`config.mk`:
```
export PLATFORM = sky130hd
export DESIGN_NAME = sum_arbiter
export DESIGN_NICKNAME = d
export VERILOG_FILES = /design/src/rtl/sum_arbiter_pkg.sv /design/src/rtl/sum_arbiter_sum_N.sv /design/src/rtl/sum_arbiter.sv
export SDC_FILE = /design/constraint.sdc
export NUM_CORES = 1
export LEC_CHECK = 0
export CAP_MARGIN = 10
export CORE_ASPECT_RATIO = 1.25
export CORE_MARGIN = 8
export CORE_UTILIZATION = 47
export DETAILED_ROUTE_END_ITERATION = 7
export PLACE_DENSITY = 0.83
export SLEW_MARGIN = 0
export SYNTH_ARGS = -nofsm -noshare
export SYNTH_HDL_FRONTEND = slang
export SYNTH_SLANG_ARGS = --single-unit
```
`constraint.sdc`:
```
create_clock -name clk -period 4.3 [get_ports clk]
set_clock_uncertainty 0.15 [all_clocks]
set_input_delay 1.075 -clock clk [delete_from_list [all_inputs] [get_ports clk]]
set_output_delay 1.075 -clock clk [all_outputs]
set_load 0.005 [all_outputs]
```
`src/rtl/sum_arbiter_pkg.sv`:
```
`default_nettype none
// ============================================================================
//  Module      : sum_arbiter_pkg
//  Description : Shared definitions for the time-shared adder arbiter:
//                default operand width / requester count and the FSM state
//                encoding used by sum_arbiter.
//  Revision    : 1.0 - initial release
// ============================================================================
package sum_arbiter_pkg;

    localparam int c_M_DEFAULT    = 4;
    localparam int c_NREQ_DEFAULT = 2;

    typedef enum logic [1:0] {
        IDLE = 2'd0,
        CALC = 2'd1,
        RESP = 2'd2
    } state_t;

endpackage : sum_arbiter_pkg
`default_nettype wire

```
`src/rtl/sum_arbiter_sum_N.sv`:
```
`default_nettype none
// ============================================================================
//  Module      : sum_N
//  Description : N-bit ripple-carry adder, no carry-in.
//  Ports       : a, b  - N-bit operands
//                y     - (a+b) mod 2^N
//                cout  - carry out of the MSB
//  Revision    : 1.0 - initial release
// ============================================================================
module sum_N #(
    parameter int N = 4
) (
    input  logic [N-1:0] a,
    input  logic [N-1:0] b,
    output logic [N-1:0] y,
    output logic         cout
);

    logic [N:0] w_carry;

    assign w_carry[0] = 1'b0;

    for (genvar i = 0; i < N; i++) begin : g_bit
        assign y[i]         = a[i] ^ b[i] ^ w_carry[i];
        assign w_carry[i+1] = (a[i] & b[i]) | (w_carry[i] & (a[i] ^ b[i]));
    end

    assign cout = w_carry[N];

endmodule : sum_N
`default_nettype wire

```
`src/rtl/sum_arbiter.sv`:
```
`default_nettype none
// ============================================================================
//  Module      : sum_arbiter
//  Description : Shares one M-bit adder among NREQ requesters. Round-robin
//                arbitration in IDLE, operand capture on the request
//                handshake, one CALC cycle, then the registered result is
//                presented to the owning requester until it accepts it.
//  Parameters  : M    - operand width (>= 2)
//                NREQ - number of requesters (2..8)
//  Ports       : clk, rst         - clock / synchronous active-high reset
//                req_valid/ready  - per-requester request handshake
//                req_a, req_b     - per-requester operands
//                rsp_valid/ready  - per-requester response handshake
//                rsp_y, rsp_cout  - registered sum and carry-out
//  Revision    : 1.0 - initial release
// ============================================================================
module sum_arbiter
    import sum_arbiter_pkg::*;
#(
    parameter int M    = c_M_DEFAULT,
    parameter int NREQ = c_NREQ_DEFAULT
) (
    input  logic                    clk,
    input  logic                    rst,
    input  logic [NREQ-1:0]         req_valid,
    output logic [NREQ-1:0]         req_ready,
    input  logic [NREQ-1:0][M-1:0]  req_a,
    input  logic [NREQ-1:0][M-1:0]  req_b,
    output logic [NREQ-1:0]         rsp_valid,
    input  logic [NREQ-1:0]         rsp_ready,
    output logic [M-1:0]            rsp_y,
    output logic                    rsp_cout
);

    localparam int c_PW = (NREQ > 1) ? $clog2(NREQ) : 1;

    state_t           r_state;
    state_t           w_next_state;
    logic [c_PW-1:0]  r_rr_ptr;
    logic [c_PW-1:0]  r_id;
    logic [M-1:0]     r_a;
    logic [M-1:0]     r_b;
    logic [c_PW-1:0]  w_scan;
    logic [c_PW-1:0]  w_grant_idx;
    logic             w_grant_found;
    logic             w_req_hs;
    logic             w_rsp_hs;
    logic [M-1:0]     w_sum;
    logic             w_cout;

    // Round-robin search: start at rr_ptr and wrap, first valid wins.
    always_comb begin
        w_grant_found = 1'b0;
        w_grant_idx   = '0;
        w_scan        = '0;
        for (int k = 0; k < NREQ; k++) begin
            w_scan = c_PW'((int'(r_rr_ptr) + k) % NREQ);
            if (!w_grant_found && req_valid[w_scan]) begin
                w_grant_found = 1'b1;
                w_grant_idx   = w_scan;
            end
        end
    end

    always_comb begin
        req_ready = '0;
        if (r_state == IDLE && w_grant_found) begin
            req_ready[w_grant_idx] = 1'b1;
        end
    end

    always_comb begin
        rsp_valid = '0;
        if (r_state == RESP) begin
            rsp_valid[r_id] = 1'b1;
        end
    end

    // The granted requester always has req_valid set, so a grant in IDLE
    // is a handshake. Only the owner's rsp_ready completes the response.
    assign w_req_hs = (r_state == IDLE) && w_grant_found;
    assign w_rsp_hs = (r_state == RESP) && rsp_ready[r_id];

    // FSM state register
    always_ff @(posedge clk) begin
        if (rst) begin
            r_state <= IDLE;
        end else begin
            r_state <= w_next_state;
        end
    end

    // FSM next-state logic
    always_comb begin
        w_next_state = r_state;
        case (r_state)
            IDLE:    if (w_req_hs) w_next_state = CALC;
            CALC:    w_next_state = RESP;
            RESP:    if (w_rsp_hs) w_next_state = IDLE;
            default: w_next_state = IDLE;
        endcase
    end

    sum_N #(
        .N (M)
    ) u_sum (
        .a    (r_a),
        .b    (r_b),
        .y    (w_sum),
        .cout (w_cout)
    );

    // Capture, result and arbitration-pointer registers. The result is only
    // loaded in CALC, so it holds its last value everywhere else.
    always_ff @(posedge clk) begin
        if (rst) begin
            r_rr_ptr <= '0;
            r_id     <= '0;
            r_a      <= '0;
            r_b      <= '0;
            rsp_y    <= '0;
            rsp_cout <= 1'b0;
        end else begin
            if (w_req_hs) begin
                r_a  <= req_a[w_grant_idx];
                r_b  <= req_b[w_grant_idx];
                r_id <= w_grant_idx;
            end
            if (r_state == CALC) begin
                rsp_y    <= w_sum;
                rsp_cout <= w_cout;
            end
            if (w_rsp_hs) begin
                r_rr_ptr <= (r_id == c_PW'(NREQ - 1)) ? '0 : r_id + c_PW'(1);
            end
        end
    end

endmodule : sum_arbiter
`default_nettype wire

```
==> out/results.ini <==
[sta]
worst_slew_pin_slew_ns=0.785
relSlewSlack_pct=47.6
slew_viol_final=0
setup_tns_ns=0
fmax_ghz=0.260
rsz0062_at_grt=no
min_period_ns=3.85
finalHoldViolCount=0
setup_viol=0
fin_crit_sh_pct=89.5

[grt]
grt_usage_pct=12.7
antenna_found_initial=0
grt_pass1_wl_mm=3.45
grt_max_degree=18
overflow=0
grt_pass1_vias=823

[final_layout]
multi_input_area_um2=480
drive_gt1_share_pct=10.2
nFillCells=157
fin_cells=147
regArea_um2=340
num_antenna_cells=0
layout.nets=155
area_growth_pct=37.4

[worst_setup_path]
cp_max_fo=9
end_kind=output port
path_class=input pin to output port
cp_data_arrival_time_ns=2.62
cp-start-kind=input pin
cp.required_ns=3.07

[clock_tree]
cts_sinks=17
clkSlewWorstSetupHoldPaths_ns=0.10
clock_latency_ns=0.28
htreeDepth=1
root_buffer=clkbuf_4
tritoncts=done
cts_hold_buf=0
clk_path_buf_depth=2
post_cts_resized=0
cts_setup_buffers=0
cts-buffers-inserted=3

[logic_synthesis]
syn_inst=99
synth_area_um2=886
synth_xor_area_share_pct=0
synth_fa_ha_area_share_pct=8.19
synth-edff-count=0
syn_nets=125
synthMuxAreaShare_pct=3.39
synth-async-reset-ratio_pct=0
synth_top_family_by_area=simple AND/OR/NAND/NOR gates
yosys_most_used_dff=dfxtp_1
avgSynthCellArea_um2=8.95
synth_simple_gate_area_share_pct=21.8
synth_warnings=0
ys_seq_area_share_pct=38.4
synth_compound_area_share_pct=20.9
yosysUniqueCellTypes=28
ys_seq_elements=17

[floorplan]
core_um2=1770
ios=31
rows=17
dieHeight_um=64.5
initial_core_util_pct=50.2
die_x_um=54.8
fp.dieArea_um2=3540

[route]
via_count=809
drtAntennaViolNets=0
vias_per_cell=5.50
drt_iter0_drc=25
drc_errors=0
drt-total-wl_mm=2.10
wire_per_inst_um=14.3
drtPass1Iterations=4

[job]
maxCapViolations=0

[pwr]
peakVddDrop_v=0.000192
power.leakage_nw=0.442
p_per_area_nw_per_um2=308

[place]
port_buffers=30
place.gp.congestion=0.779
dp.cells=143

[worst_hold_path]
min_path_type=flip-flop to flip-flop

[outcome]
status=completed

-- flip-flops by register name (all words and copies together), names as in the netlist --
| register | count |
|---|---|
| rsp_y | 4 |
| r_id | 1 |
| r_b | 4 |
| r_a | 4 |
| rsp_cout | 1 |
| r_rr_ptr | 1 |
| r_state | 2 |
-- final timing paths --
kind / start / to / slack [ns] / depth (start not counted)
min: rsp_y[0] / rsp_y[0] / 0.36 / 2
max reg2reg: r_a[0] / rsp_y[3] / 2.23 / 8
min reg2reg: rsp_y[0] / rsp_y[0] / 0.36 / 2
max: req_valid[1] / req_ready[0] / 0.45 / 4
-- where the power goes --
part	switching, mW	leakage, nW	total (mW)	internal [mW]
registers	0.0124	0.140	0.185	0.173
logic	0.0486	0.284	0.106	0.0576
clock network	0.0488	0.0177	0.0833	0.0345
total	0.110	0.442	0.375	0.265
-- area by class of cell --
type                            instances  area share (%)
Multi-Input combinational cell         67            39.5
Sequential cell                        17            28.0
Timing Repair Buffer                   32            25.9
Inverter                                8            2.47
Tap cell                               19            1.95
Clock buffer                            3            1.85
Clock inverter                          1           0.411
-- critical path: stages --
cell             delay (ns)
clkdlybuf4s50_1        0.46
a211oi_4               0.41
and2_1                 0.18
clkdlybuf4s50_1        0.50
-- metal layers --
layer	wire length (um)	part of all wire (%)	vias up	track usage [%]
li1	-	-	409	-
met4	34	1.6	0	7.41
met5	0	0	-	0
met2	1060	50	30	20.2
met1	866	41	368	14.3
met3	146	6.9	2	3.42
-- cells in the mapped netlist (2+ instances only) --
cell type	number	area, um2
nor2_1	6	22.5
clkbuf_1	2	7.51
a31oi_1	8	50.1
nand3_1	9	45.0
a21oi_1	3	15.0
inv_1	8	30.0
and2_1	2	12.5
dfxtp_1	17	340
a211oi_2	3	37.5
fa_1	3	60.1
buf_2	3	15.0
o21ai_0	6	30.0
nand4_1	8	50.1
o21ai_1	3	15.0
nor2b_1	3	18.8
mux2i_1	3	30.0
-- cell families after synthesis --
family,after synthesis
simple gates,34
compound gates,26
flops,17
buf+inv,15
fa+ha+maj,4
mux,3
-- through the flow --
stage / hold slack (ns) / setup slack, ns / power, mW / utilization (%) / area, um2
floorplan: 0.324 / 1.48 / 0.250 / - / 886
detailed placement: 0.335 / 0.445 / 0.296 / 67.4 / 1190
CTS: 0.360 / 0.437 / 0.379 / 69.0 / 1220
global placement: 0.322 / 0.461 / 0.290 / 67.4 / 1190
global route: 0.377 / 0.360 / 0.397 / 69.0 / 1220
finish: 0.356 / 0.451 / 0.375 / 69.0 / 1220
-- placed cells by master, fill, tap and decap left out, types with 2 or more instances in the layout --
cell type and count:
inv_1 8, mux2i_1 3, a211oi_2 3, clkdlybuf4s50_1 30, fa_1 3, buf_4 2
and2_1 2, nand4_1 8, nand3_1 9, dfxtp_1 17, a21oi_1 3, o21ai_0 6
clkbuf_4 3, nor2_1 6, o21ai_1 3, a31oi_1 8, nor2b_1 3
Note: power is estimated with default switching activity, not from simulation.
